===== src/rtl/vip_pkg.sv =====
// Shared definitions for the vip_core convolution datapath.
// Holds the window MAC state encodings, the default window size,
// the accumulator width derivation and the saturation bounds.
package vip_pkg;

  typedef enum logic [2:0] {
    ST_IDLE  = 3'd0,
    ST_READ  = 3'd1,
    ST_DRAIN = 3'd2,
    ST_FINAL = 3'd3,
    ST_OUT   = 3'd4
  } state_t;

  localparam int WIN_DEFAULT = 25;

  // Product width plus enough guard bits to sum 'win' worst-case products.
  function automatic int acc_width(input int data_w, input int wgt_w, input int win);
    return data_w + wgt_w + $clog2(win);
  endfunction

  // Largest positive value representable in a signed w-bit word.
  function automatic longint sat_max(input int w);
    return (longint'(1) <<< (w - 1)) - longint'(1);
  endfunction

  // Most negative value representable in a signed w-bit word.
  function automatic longint sat_min(input int w);
    return -(longint'(1) <<< (w - 1));
  endfunction

endpackage


===== src/rtl/window_mac_pipe.sv =====
// Purpose: registered signed multiply followed by a running accumulator.
// Latency: product one cycle after ld, accumulated the cycle after that.
// Backpressure: none; the caller gates ld and holds state via clr.
module window_mac_pipe #(
  parameter int DATA_WIDTH = 32,
  parameter int WGT_WIDTH  = 16,
  parameter int ACC_WIDTH  = 53
) (
  input  logic                         clk,
  input  logic                         rst_n,
  input  logic                         clr,
  input  logic                         ld,
  input  logic [DATA_WIDTH-1:0]        data,
  input  logic [WGT_WIDTH-1:0]         wgt,
  output logic signed [ACC_WIDTH-1:0]  acc
);

  localparam int PROD_W = DATA_WIDTH + WGT_WIDTH;

  logic signed [PROD_W-1:0] prod_reg;
  logic                     prod_vld;

  // Capture one product per loaded word; an idle cycle marks the slot empty.
  always_ff @(posedge clk or negedge rst_n) begin
    if (!rst_n) begin
      prod_reg <= '0;
      prod_vld <= 1'b0;
    end else if (clr) begin
      prod_reg <= '0;
      prod_vld <= 1'b0;
    end else begin
      prod_vld <= ld;
      if (ld) begin
        prod_reg <= PROD_W'($signed(data)) * PROD_W'($signed(wgt));
      end
    end
  end

  // Fold each valid product into the sign-extended running sum.
  always_ff @(posedge clk or negedge rst_n) begin
    if (!rst_n) begin
      acc <= '0;
    end else if (clr) begin
      acc <= '0;
    end else if (prod_vld) begin
      acc <= acc + ACC_WIDTH'(prod_reg);
    end
  end

endmodule


===== src/rtl/conv_window_mac.sv =====
// Purpose: drain one WIN-word window, weighted sum + bias, shift, ReLU, saturate.
// Latency: result valid WIN+2 cycles after the first pop; +1 per empty cycle.
// Backpressure: stalls on fifo_empty; holds result and pops nothing until out_ready.
module conv_window_mac
  import vip_pkg::*;
#(
  parameter int DATA_WIDTH = 32,
  parameter int WGT_WIDTH  = 16,
  parameter int WIN        = WIN_DEFAULT,
  parameter int ACC_WIDTH  = acc_width(DATA_WIDTH, WGT_WIDTH, WIN),
  parameter int SHIFT      = 8
) (
  input  logic                  clk,
  input  logic                  rst_n,
  input  logic                  en,
  input  logic                  relu_en,
  input  logic [DATA_WIDTH-1:0] fifo_data,
  input  logic                  fifo_empty,
  output logic                  fifo_rd_req,
  input  logic                  wgt_we,
  input  logic [$clog2(WIN):0]  wgt_addr,
  input  logic [DATA_WIDTH-1:0] wgt_data,
  output logic [DATA_WIDTH-1:0] out_data,
  output logic                  out_valid,
  input  logic                  out_ready,
  output logic                  busy
);

  localparam int TAP_W  = $clog2(WIN);
  localparam int ADDR_W = TAP_W + 1;
  localparam int SUM_W  = ACC_WIDTH + 1;

  localparam logic [TAP_W-1:0]         LAST_TAP  = TAP_W'(WIN - 1);
  localparam logic [ADDR_W-1:0]        BIAS_ADDR = ADDR_W'(WIN);
  localparam logic signed [SUM_W-1:0]  SAT_HI    = SUM_W'(sat_max(DATA_WIDTH));
  localparam logic signed [SUM_W-1:0]  SAT_LO    = SUM_W'(sat_min(DATA_WIDTH));

  state_t                      state;
  state_t                      state_nxt;
  logic [TAP_W-1:0]            tap_cnt;
  logic [WGT_WIDTH-1:0]        w [WIN];
  logic [DATA_WIDTH-1:0]       bias;
  logic                        pop;
  logic                        clr;
  logic [WGT_WIDTH-1:0]        cur_wgt;
  logic signed [ACC_WIDTH-1:0] acc;
  logic signed [SUM_W-1:0]     sum;
  logic signed [SUM_W-1:0]     res;
  logic [DATA_WIDTH-1:0]       sat_val;

  assign pop         = (state == ST_READ) && !fifo_empty;
  assign fifo_rd_req = pop;
  assign busy        = (state != ST_IDLE);
  assign cur_wgt     = w[tap_cnt];

  window_mac_pipe #(
    .DATA_WIDTH (DATA_WIDTH),
    .WGT_WIDTH  (WGT_WIDTH),
    .ACC_WIDTH  (ACC_WIDTH)
  ) u_pipe (
    .clk   (clk),
    .rst_n (rst_n),
    .clr   (clr),
    .ld    (pop),
    .data  (fifo_data),
    .wgt   (cur_wgt),
    .acc   (acc)
  );

  // State register.
  always_ff @(posedge clk or negedge rst_n) begin
    if (!rst_n) begin
      state <= ST_IDLE;
    end else begin
      state <= state_nxt;
    end
  end

  // Next state; clr fires whenever a fresh window is about to start.
  always_comb begin
    state_nxt = state;
    clr       = 1'b0;
    case (state)
      ST_IDLE: begin
        if (en) begin
          clr       = 1'b1;
          state_nxt = ST_READ;
        end
      end
      ST_READ: begin
        if (pop && (tap_cnt == LAST_TAP)) begin
          state_nxt = ST_DRAIN;
        end
      end
      ST_DRAIN: state_nxt = ST_FINAL;
      ST_FINAL: state_nxt = ST_OUT;
      ST_OUT: begin
        if (out_ready) begin
          clr       = 1'b1;
          state_nxt = en ? ST_READ : ST_IDLE;
        end
      end
      default: state_nxt = ST_IDLE;
    endcase
  end

  // Tap index advances per pop and wraps after the last tap so it stays in range.
  always_ff @(posedge clk or negedge rst_n) begin
    if (!rst_n) begin
      tap_cnt <= '0;
    end else if (clr) begin
      tap_cnt <= '0;
    end else if (pop) begin
      tap_cnt <= (tap_cnt == LAST_TAP) ? '0 : tap_cnt + 1'b1;
    end
  end

  // Weight/bias bank; only writable between windows so a window never sees mixed weights.
  always_ff @(posedge clk or negedge rst_n) begin
    if (!rst_n) begin
      for (int i = 0; i < WIN; i++) begin
        w[i] <= '0;
      end
      bias <= '0;
    end else if ((state == ST_IDLE) && wgt_we) begin
      if (wgt_addr < BIAS_ADDR) begin
        w[wgt_addr[TAP_W-1:0]] <= wgt_data[WGT_WIDTH-1:0];
      end else if (wgt_addr == BIAS_ADDR) begin
        bias <= wgt_data;
      end
    end
  end

  // Bias add, arithmetic rescale, optional ReLU, then clamp to the output range.
  always_comb begin
    sum = SUM_W'(acc) + SUM_W'($signed(bias));
    res = sum >>> SHIFT;
    if (relu_en && res[SUM_W-1]) begin
      res = '0;
    end
    sat_val = res[DATA_WIDTH-1:0];
    if (res > SAT_HI) begin
      sat_val = SAT_HI[DATA_WIDTH-1:0];
    end else if (res < SAT_LO) begin
      sat_val = SAT_LO[DATA_WIDTH-1:0];
    end
  end

  // Result register: loaded in FINAL, held through OUT until the handshake.
  always_ff @(posedge clk or negedge rst_n) begin
    if (!rst_n) begin
      out_data  <= '0;
      out_valid <= 1'b0;
    end else if (state == ST_FINAL) begin
      out_data  <= sat_val;
      out_valid <= 1'b1;
    end else if ((state == ST_OUT) && out_ready) begin
      out_valid <= 1'b0;
    end
  end

endmodule


===== config.mk =====
export PLATFORM = sky130hd
export DESIGN_NAME = conv_window_mac
export DESIGN_NICKNAME = d
export VERILOG_FILES = /design/src/rtl/vip_pkg.sv /design/src/rtl/window_mac_pipe.sv /design/src/rtl/conv_window_mac.sv
export SDC_FILE = /design/constraint.sdc
export NUM_CORES = 2
export LEC_CHECK = 0
export ABC_AREA = 1
export CAP_MARGIN = 5
export CELL_PAD_IN_SITES_DETAIL_PLACEMENT = 0
export CELL_PAD_IN_SITES_GLOBAL_PLACEMENT = 1
export CORE_ASPECT_RATIO = 0.75
export CORE_MARGIN = 1
export CORE_UTILIZATION = 35
export DETAILED_ROUTE_END_ITERATION = 7
export DONT_BUFFER_PORTS = 1
export MAX_ROUTING_LAYER = met4
export PLACE_DENSITY_LB_ADDON = 0.1
export SYNTH_ARGS = -nofsm -noshare
export SYNTH_HDL_FRONTEND = slang
export SYNTH_SLANG_ARGS = --single-unit

===== constraint.sdc =====
create_clock -name clk -period 9.8 [get_ports clk]
set_clock_uncertainty 0.1 [all_clocks]
set_input_delay 1.96 -clock clk [delete_from_list [all_inputs] [get_ports clk]]
set_output_delay 1.96 -clock clk [all_outputs]
set_load 0.01 [all_outputs]

; ---- Yosys cells after proc, flatten, opt, wreduce, memory -nomap -nowiden
; Index checks and enable logic that the tools add are counted.
[word_totals]
in_bits = 77
register_bits = 575
out_inout_bits = 35
[op_classes]
n_mul = 1
n_mux = 27
bitwise = 3
n_addsub = 3
eq_ne = 9
n_reduce_logical = 15
n_lt_le_gt_ge = 6
[op_table]
columns = cell, count
row1 = 400-bit bitwise mux, 1
row2 = 53-bit 2-to-1 mux, 2
row3 = 48-bit 2-to-1 mux, 2
row4 = 16-bit binary-select mux with 5-bit select, 1
row5 = 16-bit demux with 5-bit select, 1
row6 = 32-bit 2-to-1 mux, 2
row7 = 53-bit by 32-bit adder with 54-bit output, 1
row8 = "54-bit by 32-bit greater-than comparator with 1-bit output, second input constant", 1
row9 = "54-bit by 32-bit < comparator with 1-bit output, second input constant", 1
row10 = 54-bit 2-to-1 mux, 1
row11 = 53-bit by 48-bit adder with 53-bit output, 1
row12 = 32-bit by 16-bit multiplier with 48-bit output, 1
row13 = 16-bit 2-to-1 mux, 3
row14 = 5-bit 2-to-1 mux, 3
row15 = 3-bit one-hot mux with 5 select lines, 1
row16 = "6-bit greater-or-equal comparator, second input constant", 2
row17 = 5-bit inverter with 6-bit output, 2
row18 = 3-bit 2-to-1 mux, 3
row19 = "3-bit by 2-bit == test with 1-bit output, second input constant", 2
row20 = "6-bit by 5-bit == test with 1-bit output, second input constant", 1
row21 = 1-bit logical AND, 6
row22 = "6-bit by 1-bit < comparator with 1-bit output, second input constant", 1
row23 = "6-bit by 5-bit < comparator with 1-bit output, second input constant", 1
row24 = 1-bit 2-to-1 mux, 6
row25 = other kinds (14), 18

; ---- Longest topological paths before layout
[depth]
ltp_word = 7
ltp_mapped = 42
depth_no_buf = 38

; ---- Modules after synthesis
; From an unflattened synthesis, not the netlist that was laid out.
[hier_totals]
cells_unflattened = 7797
area_unflattened_um2 = 54469.7
[modules_own_cells]
columns = module, area_each_um2, cells_per_inst, n_inst, seq_area_each_um2
row1 = window_mac_pipe, 28128.2, 4179, 1, 2552.4
row2 = conv_window_mac, 26341.5, 3618, 1, 11836.4

; ---- Worst setup path after synthesis
; No wires, ideal clock.
[synth_path]
path_kind = input-to-reg
start = input fifo_data[31]
end = register u_pipe.prod_reg[47]
t_required_ps = 9617
setup_slack_ps = 2077
path_stages = 22
t_arrival_ps = 7540
path_cell_list = buf_1 > inv_1 > nor2_1 > inv_1 > fa_1 > inv_1 > fa_1 > fa_1 > fa_1 > fa_1 > fa_1 > ha_1 > a21oi_1 > a21boi_0 > o21ai_0 > nor2_1 > nand3_1 > nand2_1 > o2111ai_1 > nand2_1 > nand2_1 > o21ai_0
[synth_between]
elab_chain_len = 3
[synth_lines]
columns = item, line
row1 = from (decl), conv_window_mac.sv:17  ; input logic [DATA_WIDTH-1:0] fifo_data,
row2 = 32-bit by 16-bit multiplier with 48-bit output, window_mac_pipe.sv:34  ; prod_reg <= PROD_W'($signed(data)) * PROD_W'($signed(wgt));
row3 = 48-bit 2-to-1 mux, window_mac_pipe.sv:33  ; if (ld) begin
row4 = 48-bit 2-to-1 mux, window_mac_pipe.sv:28  ; end else if (clr) begin
row5 = to (signal assigned), window_mac_pipe.sv:34
row6 = to (decl), window_mac_pipe.sv:20  ; logic signed [PROD_W-1:0] prod_reg;
; No other way between the ends. The select of a mux whose other input is x is not followed.
; A chain may end at the register's enable or synchronous reset.

; ---- Worst setup path in the final report
[layout_path]
start = register tap_cnt[1]
end = register u_pipe.prod_reg[43]
[layout_between]
elab_chain_len = 7
[layout_lines]
columns = item, line
row1 = from (decl), conv_window_mac.sv:40  ; logic [TAP_W-1:0] tap_cnt;
row2 = from (signal assigned), conv_window_mac.sv:114  ; tap_cnt <= (tap_cnt == LAST_TAP) ? '0 : tap_cnt + 1'b1;
row3 = 5-bit inverter with 6-bit output (not written as such), conv_window_mac.sv:54  ; assign cur_wgt = w[tap_cnt];
row4 = 16-bit binary-select mux with 5-bit select, conv_window_mac.sv:54
row5 = 16-bit 2-to-1 mux (not written as such) (2 in a row), conv_window_mac.sv:54
row6 = 32-bit by 16-bit multiplier with 48-bit output, window_mac_pipe.sv:34
row7 = 48-bit 2-to-1 mux, window_mac_pipe.sv:33
row8 = 48-bit 2-to-1 mux, window_mac_pipe.sv:28
; No other way between the ends. The select of a mux whose other input is x is not followed.

==> flow_metrics.env <==
export IMPL_yosysTopAreaCellShare=0.289
export IMPL_ant_nets=0
export IMPL_cts_tree="yes"
export IMPL_r2r_start="tap_cnt[1]"
export IMPL_path_class="reg2reg"
export IMPL_ys_async_sr_fraction=1.00
export IMPL_worstHoldStart="w[122]"
export IMPL_yosys_area_share_simple=0.216
export IMPL_largest_reg_flops=400
export IMPL_rrSetupSlack_ns=0.79
export IMPL_overflow=0
export IMPL_critPathMostFrequentCell="nand2_1"
export IMPL_setup_viol=0
export IMPL_ys_top_cells_by_area="dfrtp_1 29%, fa_1 20%, nand2_1 13%"
export IMPL_h_tree_depth=3
export IMPL_finalSetupTns_ns=0
export IMPL_grt_max_degree=576
export IMPL_first_pass_iters=8
export IMPL_crit_path_start_kind="register"
export IMPL_path_buf_inv=7
export IMPL_die_w_um=438
export IMPL_clkSinkCount=575
export IMPL_vias=41900
export IMPL_crit_path_max_incr_delay_ns=0.70
export IMPL_cp_end_kind="register"
export IMPL_worstMarginPinSlew_ns=1.41
export IMPL_crit_family="adder cells"
export IMPL_slew_violations=0
export IMPL_worstHoldPathType="reg2reg"
export IMPL_max_freq_mhz=111
export IMPL_holdPathEnd="w[122]"
export IMPL_multiInputGateArea_um2=30500
export IMPL_use_met2=0.370
export IMPL_drt_initial_drc_count=3360
export IMPL_reg2reg_to="u_pipe.prod_reg[43]"
export IMPL_coreArea_um2=141000
export IMPL_dpl_hpwl_um=135000
export IMPL_hold_buffers=0
export IMPL_reg2reg_depth=31
export IMPL_wl_um=180000
export IMPL_yosysWarnings=0
export IMPL_critPathRequiredTime_ns=10.24
export IMPL_grt_setup_unrepaired="false"
export IMPL_grtUsageMet1=0.377
export IMPL_synth_compound_area_frac=0.135
export IMPL_worstPathMaxFanout=35
export IMPL_ios=112
export IMPL_grt_busiest_layer="met1"
export IMPL_antenna_found_initial=9
export IMPL_fin_crit_ns=9.01
export IMPL_clk_latency_ns=0.68
export IMPL_worstSetupStartpoint="tap_cnt[1]"
export IMPL_layout_drive_gt1_share=0.0454
export IMPL_clock_root_buffer="clkbuf_16"
export IMPL_place_gp_congestion=0.897
export IMPL_syn_num_nets=7335
export IMPL_slowest_stage="fa_1"
export IMPL_synth_fa_ha_area_frac=0.251
export IMPL_synth_distinct_cells=53
export IMPL_clk_pin_slew_ns=0.06
export IMPL_cts_buffers=67
export IMPL_grt_pass1_vias=41900
export IMPL_grt_usage=0.259
export IMPL_cts_repair_resized=0
export IMPL_num_rows=119
export IMPL_synth_avg_cell_area_um2=7.61
export IMPL_synth_mux_area_frac=0.00361
export IMPL_violations="DRC"
export IMPL_final_period_utilization=0.919
export IMPL_synthXorXnorAreaFrac=0.00738
export IMPL_ys_seq_area_frac=0.289
export IMPL_cap_viol_max_count=0
export IMPL_cts_buffer_depth=3
export IMPL_ys_seq_elements=575
export IMPL_finalHoldViolCount=0
export IMPL_synthCells=6551
export IMPL_dieArea_um2=144000
export IMPL_synth_flop_cell="dfrtp_1"
export IMPL_area_growth_pct=8.29
export IMPL_fillers=15000
export IMPL_cts_setup_buffers=0
export IMPL_port_buffers=0
export IMPL_synth_area_um2=49900
export IMPL_drc=12
export IMPL_slew_headroom=0.0601
export IMPL_seq_area_um2=14400
export IMPL_wl_per_cell_um=21.6
export IMPL_synth_top_family_by_area="adder cells"
export IMPL_nets=7190
export IMPL_use_met3=0.0490
export IMPL_die_y_um=329
export IMPL_cp_data_arrival_time_ns=9.44
export IMPL_synth_edff_count=0
export IMPL_synth_largest_area_cell="dfrtp_1"
export IMPL_via_per_inst=5.03
export IMPL_hold_depth=2
export IMPL_start_util=0.354
export IMPL_grt_pass1_wl_um=273000
export IMPL_status="finished with violations"
==> cell usage after synthesis, drive strengths merged (18+ instances only) <==
cell type  instances
a21o              28
a21oi            221
a31oi             27
buf               73
clkbuf           229
clkinv            23
dfrtp            575
fa               487
ha               220
inv              970
nand2           1669
nand3            189
nand4             34
nor2             757
nor3              25
o211ai            21
o21ai            734
o21bai            18
o221ai            50
o22ai             37
o31ai             18
or2               27
xor2              27
==> worst register-to-register path, delay by kind of cell, from the launching register on <==
kind	cells	cell delay, ns
AND/OR/NAND/NOR	12	1.83
AO/OA/AOI/OAI	5	1.04
buffers and inverters	7	1.83
flip-flops	1	0.43
adder cells (fa/ha/maj)	7	3.64
==> stage by stage <==
step | hold WS [ns] | setup slack, ns | instances | util | instance area [µm²]
floorplan | 0.348 | 2.08 | 6551 | - | 49900
global placement | 0.360 | 0.914 | 8210 | 0.367 | 51700
detailed placement | 0.368 | 0.877 | 8210 | 0.367 | 51700
CTS | 0.382 | 0.841 | 8323 | 0.383 | 53900
global route | 0.392 | 0.187 | 8326 | 0.383 | 54000
finish | 0.377 | 0.792 | 8327 | 0.383 | 54000
==> metal layers <==
metal	share of wire	wire (µm)
met1	0.50	89300
met2	0.42	75400
met3	0.063	11300
met4	0.022	3910
met5	0	0
==> cells by family (layout without fill, tap and decap cells) <==
kind of cell / Yosys count / count (layout)
buffers and inverters: 1295 / 1194
adders and majority gates: 707 / 707
muxes: 16 / 16
xor gates and xnor gates: 42 / 42
other: 0 / 2
AOI/OAI and AO/OA: 1194 / 1194
DFF: 575 / 575
and+or+nand+nor: 2722 / 2722
==> worst max-delay path by stage <==
stage                               end  slack, ns  cells after the start
floorplan           u_pipe.prod_reg[47]       2.08                     22
global placement    u_pipe.prod_reg[46]       0.91                     35
detailed placement  u_pipe.prod_reg[43]       0.88                     36
CTS                 u_pipe.prod_reg[43]       0.84                     36
global route        u_pipe.prod_reg[43]       0.19                     36
finish              u_pipe.prod_reg[43]       0.79                     31
==> layout by cell type (no fill, tap or decap), types with 30 or more instances in the layout <==
cell and instances:
nand2_1 1665, clkbuf_16 67, nor2_1 747, nand4_1 34
buf_4 81, ha_1 220, inv_1 965, o22ai_1 37
a21oi_1 191, nand3_1 187, o21ai_0 733, fa_1 487
dfrtp_1 572, o221ai_1 50, a21oi_2 30
==> final cells by class <==
class | count | area share
inverter | 993 | 0.0691
sequential | 575 | 0.267
antenna | 2 | 0.0000927
tap | 1875 | 0.0434
clock inverter | 24 | 0.00600
clock buffer | 89 | 0.0348
multi-input combinational | 4681 | 0.566
timing repair buffer | 88 | 0.0141
Power is left out: the tool's default activity adds up to more than one toggle a clock period on the data nets, which glitch-free logic cannot reach.
